<file path="src/rtl/pong_match_ctrl_if.sv">
// ---------------------------------------------------------------------------
// pong_match_ctrl_if
// Bundles the referee's inputs and its results for the ball/paddle logic and
// the score display.
//   p1u, p1d, p2u, p2d : player buttons, active-low
//   ball_x             : ball horizontal position
//   time_cnt           : remaining match time, 0 = expired
//   game_state         : 0 P1_SERVE, 1 P2_SERVE, 2 PLAYING, 3 POINT_HOLD, 4 GAME_END
//   p1_score, p2_score : current points
//   winner             : 0 none, 1 P1, 2 P2, 3 draw
//   point_pulse        : one-cycle strobe in the cycle a point is scored
// Modports: master drives the inputs and reads the results; slave is the
// referee itself.
// ---------------------------------------------------------------------------
interface pong_match_ctrl_if #(
  parameter int X_W     = 10,
  parameter int TIME_W  = 6,
  parameter int SCORE_W = 4
);
  logic               p1u;
  logic               p1d;
  logic               p2u;
  logic               p2d;
  logic [X_W-1:0]     ball_x;
  logic [TIME_W-1:0]  time_cnt;
  logic [2:0]         game_state;
  logic [SCORE_W-1:0] p1_score;
  logic [SCORE_W-1:0] p2_score;
  logic [1:0]         winner;
  logic               point_pulse;

  modport master (
    output p1u, p1d, p2u, p2d, ball_x, time_cnt,
    input  game_state, p1_score, p2_score, winner, point_pulse
  );

  modport slave (
    input  p1u, p1d, p2u, p2d, ball_x, time_cnt,
    output game_state, p1_score, p2_score, winner, point_pulse
  );
endinterface

</file>
<file path="src/rtl/pong_match_ctrl.sv">
// ---------------------------------------------------------------------------
// pong_match_ctrl
// Match referee for the pong game. It watches ball_x against both board
// lines and the match timer, keeps both scores, and holds play for
// HOLD_CYCLES cycles after each point. It then picks the next server and
// reports the winner, or a draw on timeout.
// Ports:
//   clk    : system clock
//   reset  : asynchronous, active-low reset
//   bus    : pong_match_ctrl_if.slave. It carries the buttons, ball_x and
//            time_cnt in, and the game_state, scores, winner and
//            point_pulse out. All outputs are registered.
// Configuration macro:
//   PONG_DEUCE_EN : when defined, a win needs score >= GOAL_POINTS and a
//                   lead of at least 2. A player whose score has saturated
//                   wins outright. When undefined, the first player to reach
//                   GOAL_POINTS wins.
// ---------------------------------------------------------------------------
module pong_match_ctrl #(
  parameter int SCORE_W     = 4,
  parameter int GOAL_POINTS = 7,
  parameter int X_W         = 10,
  parameter int P1_BOARD_X  = 110,
  parameter int P2_BOARD_X  = 530,
  parameter int TIME_W      = 6,
  parameter int HOLD_CYCLES = 50,
  parameter int SERVE_MODE  = 0
) (
  input  logic                clk,
  input  logic                reset,
  pong_match_ctrl_if.slave    bus
);

  typedef enum logic [2:0] {
    P1_SERVE   = 3'd0,
    P2_SERVE   = 3'd1,
    PLAYING    = 3'd2,
    POINT_HOLD = 3'd3,
    GAME_END   = 3'd4
  } state_t;

  localparam int HOLD_W = (HOLD_CYCLES > 1) ? $clog2(HOLD_CYCLES) : 1;
  localparam logic [HOLD_W-1:0]    HOLD_LOAD = HOLD_W'(HOLD_CYCLES - 1);
  localparam logic [SCORE_W-1:0]   SCORE_MAX = '1;
  localparam logic [SCORE_W:0]     TOTAL_MAX = '1;
  localparam logic [SCORE_W+1:0]   GOAL_EXT  = (SCORE_W+2)'(GOAL_POINTS);
  localparam logic [X_W-1:0]       P1_LINE   = X_W'(P1_BOARD_X);
  localparam logic [X_W-1:0]       P2_LINE   = X_W'(P2_BOARD_X);

  state_t             state;
  logic [SCORE_W-1:0] p1_score;
  logic [SCORE_W-1:0] p2_score;
  logic [1:0]         winner;
  logic               point_pulse;
  logic [HOLD_W-1:0]  hold_cnt;
  logic [SCORE_W:0]   total_pts;
  logic               last_p1_scored;

  logic [SCORE_W-1:0] p1_inc;
  logic [SCORE_W-1:0] p2_inc;
  logic [SCORE_W:0]   total_inc;
  logic [SCORE_W+1:0] p1_ext;
  logic [SCORE_W+1:0] p2_ext;
  logic               p1_wins;
  logic               p2_wins;
  logic [1:0]         timeout_winner;
  logic               time_up;
  state_t             next_server;

  // Saturating increments for the scores and the total-point counter.
  assign p1_inc    = (p1_score == SCORE_MAX) ? p1_score : p1_score + 1'b1;
  assign p2_inc    = (p2_score == SCORE_MAX) ? p2_score : p2_score + 1'b1;
  assign total_inc = (total_pts == TOTAL_MAX) ? total_pts : total_pts + 1'b1;

  assign p1_ext  = {2'b00, p1_score};
  assign p2_ext  = {2'b00, p2_score};
  assign time_up = (bus.time_cnt == '0);

  // The win check is only evaluated at hold exit, after the point has been
  // added. The two conditions can never both be true.
`ifdef PONG_DEUCE_EN
  localparam logic [SCORE_W+1:0] LEAD_MIN = (SCORE_W+2)'(2);
  assign p1_wins = ((p1_ext >= GOAL_EXT) && (p1_ext >= p2_ext + LEAD_MIN)) ||
                   (p1_score == SCORE_MAX);
  assign p2_wins = ((p2_ext >= GOAL_EXT) && (p2_ext >= p1_ext + LEAD_MIN)) ||
                   (p2_score == SCORE_MAX);
`else
  assign p1_wins = (p1_ext >= GOAL_EXT);
  assign p2_wins = (p2_ext >= GOAL_EXT);
`endif

  // On timeout the higher score wins. Equal scores are a draw (3).
  assign timeout_winner = (p1_score > p2_score) ? 2'd1 :
                          (p2_score > p1_score) ? 2'd2 : 2'd3;

  // Mode 0: the player who conceded the last point serves.
  // Mode 1: the serve swaps every two total points, with P1 serving first.
  assign next_server = (SERVE_MODE == 0) ?
                         (last_p1_scored ? P2_SERVE : P1_SERVE) :
                         (total_pts[1]   ? P2_SERVE : P1_SERVE);

  // Referee state machine. The state, scores, winner and point strobe are
  // all registers, so every output is glitch-free. GAME_END keeps
  // everything frozen until reset.
  always_ff @(posedge clk or negedge reset) begin
    if (!reset) begin
      state          <= P1_SERVE;
      p1_score       <= '0;
      p2_score       <= '0;
      winner         <= 2'd0;
      point_pulse    <= 1'b0;
      hold_cnt       <= '0;
      total_pts      <= '0;
      last_p1_scored <= 1'b0;
    end else begin
      point_pulse <= 1'b0;
      case (state)
        P1_SERVE: begin
          if (time_up) begin
            state  <= GAME_END;
            winner <= timeout_winner;
          end else if (!bus.p1u || !bus.p1d) begin
            state <= PLAYING;
          end
        end
        P2_SERVE: begin
          if (time_up) begin
            state  <= GAME_END;
            winner <= timeout_winner;
          end else if (!bus.p2u || !bus.p2d) begin
            state <= PLAYING;
          end
        end
        PLAYING: begin
          // A point scored in the same cycle that the timer expires still
          // counts. The timeout is then applied when the hold ends.
          if (bus.ball_x > P2_LINE) begin
            p1_score       <= p1_inc;
            last_p1_scored <= 1'b1;
            point_pulse    <= 1'b1;
            hold_cnt       <= HOLD_LOAD;
            total_pts      <= total_inc;
            state          <= POINT_HOLD;
          end else if (bus.ball_x < P1_LINE) begin
            p2_score       <= p2_inc;
            last_p1_scored <= 1'b0;
            point_pulse    <= 1'b1;
            hold_cnt       <= HOLD_LOAD;
            total_pts      <= total_inc;
            state          <= POINT_HOLD;
          end else if (time_up) begin
            state  <= GAME_END;
            winner <= timeout_winner;
          end
        end
        POINT_HOLD: begin
          // The counter is loaded with HOLD_CYCLES-1 and play leaves on the
          // cycle it reads zero, so the hold lasts exactly HOLD_CYCLES cycles.
          if (hold_cnt == '0) begin
            if (p1_wins) begin
              state  <= GAME_END;
              winner <= 2'd1;
            end else if (p2_wins) begin
              state  <= GAME_END;
              winner <= 2'd2;
            end else if (time_up) begin
              state  <= GAME_END;
              winner <= timeout_winner;
            end else begin
              state <= next_server;
            end
          end else begin
            hold_cnt <= hold_cnt - 1'b1;
          end
        end
        GAME_END: begin
        end
        default: begin
          state <= P1_SERVE;
        end
      endcase
    end
  end

  assign bus.game_state  = state;
  assign bus.p1_score    = p1_score;
  assign bus.p2_score    = p2_score;
  assign bus.winner      = winner;
  assign bus.point_pulse = point_pulse;

endmodule
</file>
<file path="src/flat_wrapper.sv">
// flat-port wrapper written by rule: the top's interface ports become plain ports
module pong_match_ctrl_flat 
#(
  parameter int SCORE_W     = 4,
  parameter int GOAL_POINTS = 7,
  parameter int X_W         = 10,
  parameter int P1_BOARD_X  = 110,
  parameter int P2_BOARD_X  = 530,
  parameter int TIME_W      = 6,
  parameter int HOLD_CYCLES = 50,
  parameter int SERVE_MODE  = 0
)
  (clk, reset, bus_p1u, bus_p1d, bus_p2u, bus_p2d, bus_ball_x, bus_time_cnt, bus_game_state, bus_p1_score, bus_p2_score, bus_winner, bus_point_pulse);
  pong_match_ctrl_if #(.X_W(X_W), .TIME_W(TIME_W), .SCORE_W(SCORE_W)) bus_i ();
  input  logic clk;
  input  logic reset;
  input wire logic [$bits(bus_i.p1u)-1:0] bus_p1u;
  input wire logic [$bits(bus_i.p1d)-1:0] bus_p1d;
  input wire logic [$bits(bus_i.p2u)-1:0] bus_p2u;
  input wire logic [$bits(bus_i.p2d)-1:0] bus_p2d;
  input wire logic [$bits(bus_i.ball_x)-1:0] bus_ball_x;
  input wire logic [$bits(bus_i.time_cnt)-1:0] bus_time_cnt;
  output wire logic [$bits(bus_i.game_state)-1:0] bus_game_state;
  output wire logic [$bits(bus_i.p1_score)-1:0] bus_p1_score;
  output wire logic [$bits(bus_i.p2_score)-1:0] bus_p2_score;
  output wire logic [$bits(bus_i.winner)-1:0] bus_winner;
  output wire logic [$bits(bus_i.point_pulse)-1:0] bus_point_pulse;
  assign bus_i.p1u = bus_p1u;
  assign bus_i.p1d = bus_p1d;
  assign bus_i.p2u = bus_p2u;
  assign bus_i.p2d = bus_p2d;
  assign bus_i.ball_x = bus_ball_x;
  assign bus_i.time_cnt = bus_time_cnt;
  assign bus_game_state = bus_i.game_state;
  assign bus_p1_score = bus_i.p1_score;
  assign bus_p2_score = bus_i.p2_score;
  assign bus_winner = bus_i.winner;
  assign bus_point_pulse = bus_i.point_pulse;
  pong_match_ctrl #(.SCORE_W(SCORE_W), .GOAL_POINTS(GOAL_POINTS), .X_W(X_W), .P1_BOARD_X(P1_BOARD_X), .P2_BOARD_X(P2_BOARD_X), .TIME_W(TIME_W), .HOLD_CYCLES(HOLD_CYCLES), .SERVE_MODE(SERVE_MODE)) u_core (.clk(clk), .reset(reset), .bus(bus_i));
endmodule
</file>
<file path="config.mk">
export PLATFORM = sky130hd
export DESIGN_NAME = pong_match_ctrl_flat
export DESIGN_NICKNAME = d
export VERILOG_FILES = /design/src/rtl/pong_match_ctrl_if.sv /design/src/rtl/pong_match_ctrl.sv /design/src/flat_wrapper.sv
export SDC_FILE = /design/constraint.sdc
export NUM_CORES = 1
export LEC_CHECK = 0
export ABC_AREA = 1
export CAP_MARGIN = 10
export CORE_MARGIN = 2
export CORE_UTILIZATION = 52
export CTS_BUF_LIST = sky130_fd_sc_hd__clkbuf_16
export CTS_CLUSTER_SIZE = 30
export DETAILED_ROUTE_END_ITERATION = 10
export PLACE_DENSITY = 0.91
export SYNTH_ARGS = -nofsm -noshare
export SYNTH_HDL_FRONTEND = slang
export SYNTH_SLANG_ARGS = --single-unit
</file>
<file path="constraint.sdc">
create_clock -name clk -period 3.9 [get_ports clk]
set_clock_uncertainty 0.2 [all_clocks]
set_input_delay 0.585 -clock clk [delete_from_list [all_inputs] [get_ports clk]]
set_output_delay 0.585 -clock clk [all_outputs]
set_load 0.05 [all_outputs]
</file>
==> run summary, run 1 <==
first-pass GRT wire length -> 5050 µm
r2r setup slk -> 2140 ps
chip width -> 55.8 µm
Synth cell types -> 23
HPWL Detailed -> 2170 µm
sequential area share after synthesis -> 0.377
CTS tree -> done
Worst-Margin Slew -> 927 ps
fin crit share -> 0.597
Comb power frac -> 0.558
Synth top area share -> 0.377
RR Endpoint -> u_core.bus.winner[1]
fraction of registers with async set or reset after synthesis -> 1.00
WP buf/inv -> 1
max_cap viols -> 0
die area -> 0.00311 mm²
most common library cells after synthesis -> nand2_1 (55), inv_1 (22), dfrtp_1 (21)
Slew headroom -> 0.380
drt total wl -> 2910 µm
Post-synth EDFFs -> 0
DR vias/cell -> 5.23
Sequential Power Share -> 0.284
Pins Over Slew Limit -> 0
Clock Latency Late Sink -> 250 ps
clock buffer depth -> 2
count of input and output buffers -> 35
Util after Layout -> 0.745
Area contributors post-synth -> dfrtp_1 (38%), nand2_1 (15%), ha_1 (7.2%)
gr usage total -> 0.200
Cell Int Power -> 718 µW
highest clock rate -> 429 MHz
core area -> 0.00250 mm²
Starting Density -> 0.558
Mapped Area -> 0.00139 mm²
met3 wire len -> 205 µm
Remaining DRCs -> 0
Worst Setup EP -> bus_game_state[0]
synthesized area per cell -> 7.41 µm²
via count -> 1344
P per Cell Area -> 739 mW/mm²
Critical path origin -> u_core.bus.game_state[0]
Pleak -> 0.000925 µW
dominant cell type by area after synthesis -> dfrtp_1
GR Overflow Total -> 0
crit path DAT -> 1550 ps
First-pass DRT Iterations -> 4
crit-path cells -> clkdlybuf4s50_1
routed wire length per instance -> 11.3 µm
critical path's largest stage delay -> 840 ps
Peak supply drop -> 637 µV
clock sinks -> 21
layout cell share with drive strength beyond 1 -> 0.0793
pin count of the biggest net entering global routing -> 22
CP endpoint kind -> primary output
DRT iter0 DRCs -> 31
Ant. Diodes -> 0
Post-synth top flop -> dfrtp_1
sum of routed wire segments on met1 -> 1320 µm
Setup violations, final -> 0
Top Metal Used -> met4
Mapped Cells -> 188
H-tree levels -> 1
clock-pin slew on the worst setup and hold paths -> 60 ps
vias in the first global route -> 1223
Net Sw Power -> 658 µW
R2R Path Start -> u_core.bus.p1_score[3]
CP startpoint kind -> flop
crit-path leading delay family -> buffers and inverters
critical path depth in cells -> 1
Root Driver -> clkbuf_16
proportion of power drawn by the clock network -> 0.158
CTS Buf Count -> 3
unrepaired setup endpoints after global routing -> no
GP Congestion -> 0.826
number of buffers added for setup after CTS -> 0
post-route antenna net violation count -> 0
die height -> 55.8 µm
hold buffers post-CTS -> 0
run status -> finished, final reports clean
Yosys reg bits -> 21
Worst Hold Class -> flop to flop
Hold Violations, Final -> 0
R2R depth -> 8
switching share of power -> 0.478
FP Rows -> 18
met2 wire length -> 1330 µm
Period minus WS final -> 2330 ps
worst endpoint required time -> 3120 ps
CP Class -> flop to primary output
YS warnings -> 0
initial antenna violation count -> 0
Layout area overhead -> 33.6%
syn nets -> 218
slowest cell on the critical path -> clkdlybuf4s50_1
Final TNS setup -> 0 ps
most frequent cell after synthesis -> nand2_1
nets@finish -> 258
# IOs -> 36
post-cts repair resize count -> 0
maximum fanout along the worst path -> 5
how the worst min path moves through the flow:
stage                                from                        to  slack (ps)  depth (start not counted)
floorplan                           reset  u_core.bus.game_state[0]          90                          0
global placement    u_core.last_p1_scored     u_core.last_p1_scored         260                          2
detailed placement  u_core.last_p1_scored     u_core.last_p1_scored         260                          2
CTS                 u_core.last_p1_scored     u_core.last_p1_scored         270                          2
global route        u_core.last_p1_scored     u_core.last_p1_scored         310                          2
finish              u_core.last_p1_scored     u_core.last_p1_scored         270                          2
per-stage QoR:
stage | hold WS (ps) | worst slack [ps] | std cells | instance area [µm²] | total power, µW
2_1_floorplan | 89.4 | 1950 | 188 | 1390 | 936
3_5_place_dp | 259 | 1670 | 253 | 1780 | 1160
6_report | 271 | 1570 | 257 | 1860 | 1380
3_3_place_gp | 258 | 1710 | 253 | 1780 | 1140
5_1_grt | 312 | 1520 | 257 | 1860 | 1490
4_1_cts | 274 | 1570 | 257 | 1860 | 1380
worst register-to-register path, cell delays in order (launching register included):
cell and delay [ps]:
dfrtp_1 370, inv_1 100, ha_1 320, nand2_1 50, o21ai_0 220, nand2_1 80
nand3_1 70, nand2_1 40, o21ai_0 200
sequential cells by signal, indices dropped and copies added, names as in the netlist:
signal,count
u_core.last_p1_scored,1
u_core.bus.p1_score,4
u_core.bus.winner,2
u_core.hold_cnt,6
u_core.bus.p2_score,4
u_core.bus.point_pulse,1
u_core.bus.game_state,3
cells in the final DEF (no fill, tap or decap):
cell and instances:
a21oi_1 5, and3_1 1, clkbuf_16 3, clkdlybuf4s50_1 35, clkinv_2 1, dfrtp_1 21, ha_1 8, inv_1 22
inv_2 3, nand2_1 55, nand2_2 2, nand2_4 1, nand3_1 18, nand3_4 2, nand3b_1 1, nand4_1 5
nor2_1 17, nor2_2 1, nor2_4 3, nor3_1 3, o21a_1 1, o21ai_0 11, o21ai_2 1, or2_2 1
xnor2_1 1, xor2_1 5
power by group through the flow:
stage	Clock [µW]	Sequential [µW]	Combinational, µW
floorplan	0	576	361
global placement	0	391	753
detailed placement	0	393	765
CTS	217	391	774
global route	232	405	848
finish	217	391	768
metal layers:
layer  vias to the layer above  track usage
met5                         -            0
met4                         0       0.0697
met3                         7       0.0581
met2                        45        0.328
met1                       609        0.251
li1                        683            -
logic make-up after synthesis:
group	synth area share
AND/OR/NAND/NOR	0.377
buffers and inverters	0.0673
flip-flops	0.377
AO/OA/AOI/OAI	0.0691
adder cells (fa/ha/maj)	0.0718
XOR/XNOR	0.0377
cell type report:
cell class              count  area [µm²]
clock buffers               3        75.1
multi-input cells         142         774
well taps                  30        37.5
inverters                  25        93.8
clock inverters             1        5.00
fillers                   189         638
flip-flops and latches     21         526
repair buffers             35         350
Power figures use the tool's default switching activity.
==> inputs of run 2 (changes only) <==
--- a/config.mk
+++ b/config.mk
@@ -8,11 +8,11 @@
 export ABC_AREA = 1
 export CAP_MARGIN = 10
 export CORE_MARGIN = 2
-export CORE_UTILIZATION = 52
+export CORE_UTILIZATION = 44
 export CTS_BUF_LIST = sky130_fd_sc_hd__clkbuf_16
 export CTS_CLUSTER_SIZE = 30
 export DETAILED_ROUTE_END_ITERATION = 10
-export PLACE_DENSITY = 0.91
+export PLACE_DENSITY = 0.83
 export SYNTH_ARGS = -nofsm -noshare
 export SYNTH_HDL_FRONTEND = slang
 export SYNTH_SLANG_ARGS = --single-unit
==> constraint.sdc (replaced) <==
create_clock -name clk -period 2.05 [get_ports clk]
set_clock_uncertainty 0.2 [all_clocks]
set_input_delay 0.3075 -clock clk [delete_from_list [all_inputs] [get_ports clk]]
set_output_delay 0.3075 -clock clk [all_outputs]
set_load 0.05 [all_outputs]
==> run 2 against run 1 <==
Against the previous run: combinational power increased by 90%; critical path depth unchanged; flip-flop and latch count stayed put; core utilization shrank 13 points; largest cell class unchanged; final cell count grew 6.2%; sequential power grew 90%; first-iteration DRC count fell by 13%.
==> run summary, run 2 (same netlist as run 1, synthesis figures left out) <==
routed wire length per instance -> 11.2 µm
Starting Density -> 0.460
Layout area overhead -> 34.3%
DR vias/cell -> 4.85
via count -> 1324
DRT iter0 DRCs -> 27
Slew headroom -> 0.667
FF+latch area -> 526 µm²
R2R Path Start -> u_core.bus.p1_score[3]
nets@finish -> 260
core area -> 0.00303 mm²
initial antenna violation count -> 0
max_cap viols -> 0
worst slack at placement -> 49.6 ps
Final WS setup -> 103 ps
crit path DAT -> 1440 ps
die height -> 60.3 µm
pin count of the biggest net entering global routing -> 22
crit-path leading delay family -> buffers and inverters
met1 track demand over resource -> 0.218
CTS Buf Count -> 3
# IOs -> 36
WP buf/inv -> 1
R2R depth -> 8
Pleak -> 0.000948 µW
global route hottest layer -> met2
Fillers -> 267
crit-path cells -> clkdlybuf4s50_1
clock-pin slew on the worst setup and hold paths -> 60 ps
P per Cell Area -> 1400 mW/mm²
CP endpoint kind -> primary output
CTS tree -> done
HPWL Detailed -> 2350 µm
worst hold margin -> 189 ps
CP startpoint kind -> flop
Top reg by flops -> u_core.hold_cnt
first-pass GRT wire length -> 5010 µm
Cell Area, Placed -> 0.00179 mm²
clock sinks -> 21
Peak supply drop -> 1210 µV
chip width -> 60.3 µm
Worst-Margin Slew -> 498 ps
H-tree levels -> 1
max reg flops -> 6
GR Overflow Total -> 0
GP Congestion -> 0.791
area occupied by multi-input gates -> 774 µm²
First-pass DRT Iterations -> 4
RR Endpoint -> u_core.bus.winner[1]
run status -> finished, final reports clean
Final TNS setup -> 0 ps
worst endpoint required time -> 1540 ps
met2 usage -> 0.320
maximum fanout along the worst path -> 3
die area -> 0.00363 mm²
Post-Layout Inst Area -> 0.00187 mm²
Setup violations, final -> 0
Ant. Diodes -> 0
highest clock rate -> 514 MHz
most frequent cells in the layout -> nand2_1 (55), clkdlybuf4s50_1 (26), inv_1 (22), dfrtp_1 (21), nand3_1 (18)
layout cell share with drive strength beyond 1 -> 0.127
gr usage total -> 0.187
vias in the first global route -> 1229
Pins Over Slew Limit -> 0
post-route antenna net violation count -> 0
number of buffers added for setup after CTS -> 0
Root Driver -> clkbuf_16
most common cell after layout, fill and taps aside -> nand2_1
critical path's largest stage delay -> 810 ps
M3 GR Usage -> 0.0368
Largest regs -> u_core.hold_cnt x6, u_core.bus.p1_score x4, u_core.bus.p2_score x4
CP Class -> flop to primary output
hold buffers post-CTS -> 0
r2r setup slk -> 280 ps
slowest cell on the critical path -> clkdlybuf4s50_1
post-cts repair resize count -> 0
Worst Hold Class -> input port to asynchronous set/reset pin
unrepaired setup endpoints after global routing -> no
FP Rows -> 20
fin crit share -> 0.950
Period minus WS final -> 1950 ps
Clock Latency Late Sink -> 260 ps
count of input and output buffers -> 35
clock buffer depth -> 2
Hold Violations, Final -> 0
Remaining DRCs -> 0
drt total wl -> 3070 µm
[run 2: worst max-delay path by stage]
| stage | start | endpoint | slack (ps) | cells past startpoint |
|---|---|---|---|---|
| 5_1_grt | u_core.bus.p1_score[1] | bus_p1_score[1] | 70 | 1 |
| 3_5_place_dp | bus_time_cnt[1] | u_core.bus.game_state[2] | 50 | 8 |
| 3_3_place_gp | bus_ball_x[2] | u_core.bus.p2_score[2] | 130 | 11 |
| 6_report | u_core.bus.p2_score[3] | bus_p2_score[3] | 100 | 1 |
| 2_1_floorplan | u_core.bus.p1_score[3] | u_core.bus.winner[0] | 100 | 9 |
| 4_1_cts | u_core.bus.p2_score[3] | bus_p2_score[3] | 100 | 1 |
[run 2: routing by layer]
metal | share of wire | vias up | routed length (µm)
met5 | 0 | - | 0
li1 | - | 689 | -
met2 | 0.46 | 37 | 1410
met3 | 0.073 | 7 | 223
met4 | 0.027 | 0 | 82
met1 | 0.44 | 591 | 1350
[run 2: where the power goes]
part           internal (µW)  total [µW]  switching, µW
combinational            503        1460            954
clock                    262         418            156
sequential               581         744            163
[run 2: stage by stage]
stage          std cells  utilization  power [µW]
6_report             273        0.618        2620
5_1_grt              273        0.618        2800
4_1_cts              273        0.618        2640
3_5_place_dp         269        0.592        2200
3_3_place_gp         269        0.592        2160
2_1_floorplan        188            -        1780
[run 2: worst reg2reg max path, cell delays in order (launching register included)]
cell and delay, ps:
dfrtp_1 390, inv_1 130, ha_1 280, a21oi_1 190, o21ai_0 160, nand2_1 90, nand3_1 70, nand2_1 60
o21ai_0 70
[run 2: final cells by class]
cell class / instances / area share
flip-flops and latches: 21 / 0.281
clock inverters: 1 / 0.00267
well taps: 44 / 0.0294
inverters: 25 / 0.0501
clock buffers: 3 / 0.0401
multi-input cells: 142 / 0.414
repair buffers: 37 / 0.183
==> inputs of run 3 (changes only) <==
--- a/config.mk
+++ b/config.mk
@@ -12,6 +12,7 @@
 export CTS_BUF_LIST = sky130_fd_sc_hd__clkbuf_16
 export CTS_CLUSTER_SIZE = 30
 export DETAILED_ROUTE_END_ITERATION = 10
+export GPL_ROUTABILITY_DRIVEN = 0
 export PLACE_DENSITY = 0.83
 export SYNTH_ARGS = -nofsm -noshare
 export SYNTH_HDL_FRONTEND = slang
==> results of run 3 <==
The final DEF is identical to that of run 2; final timing and power are the same.
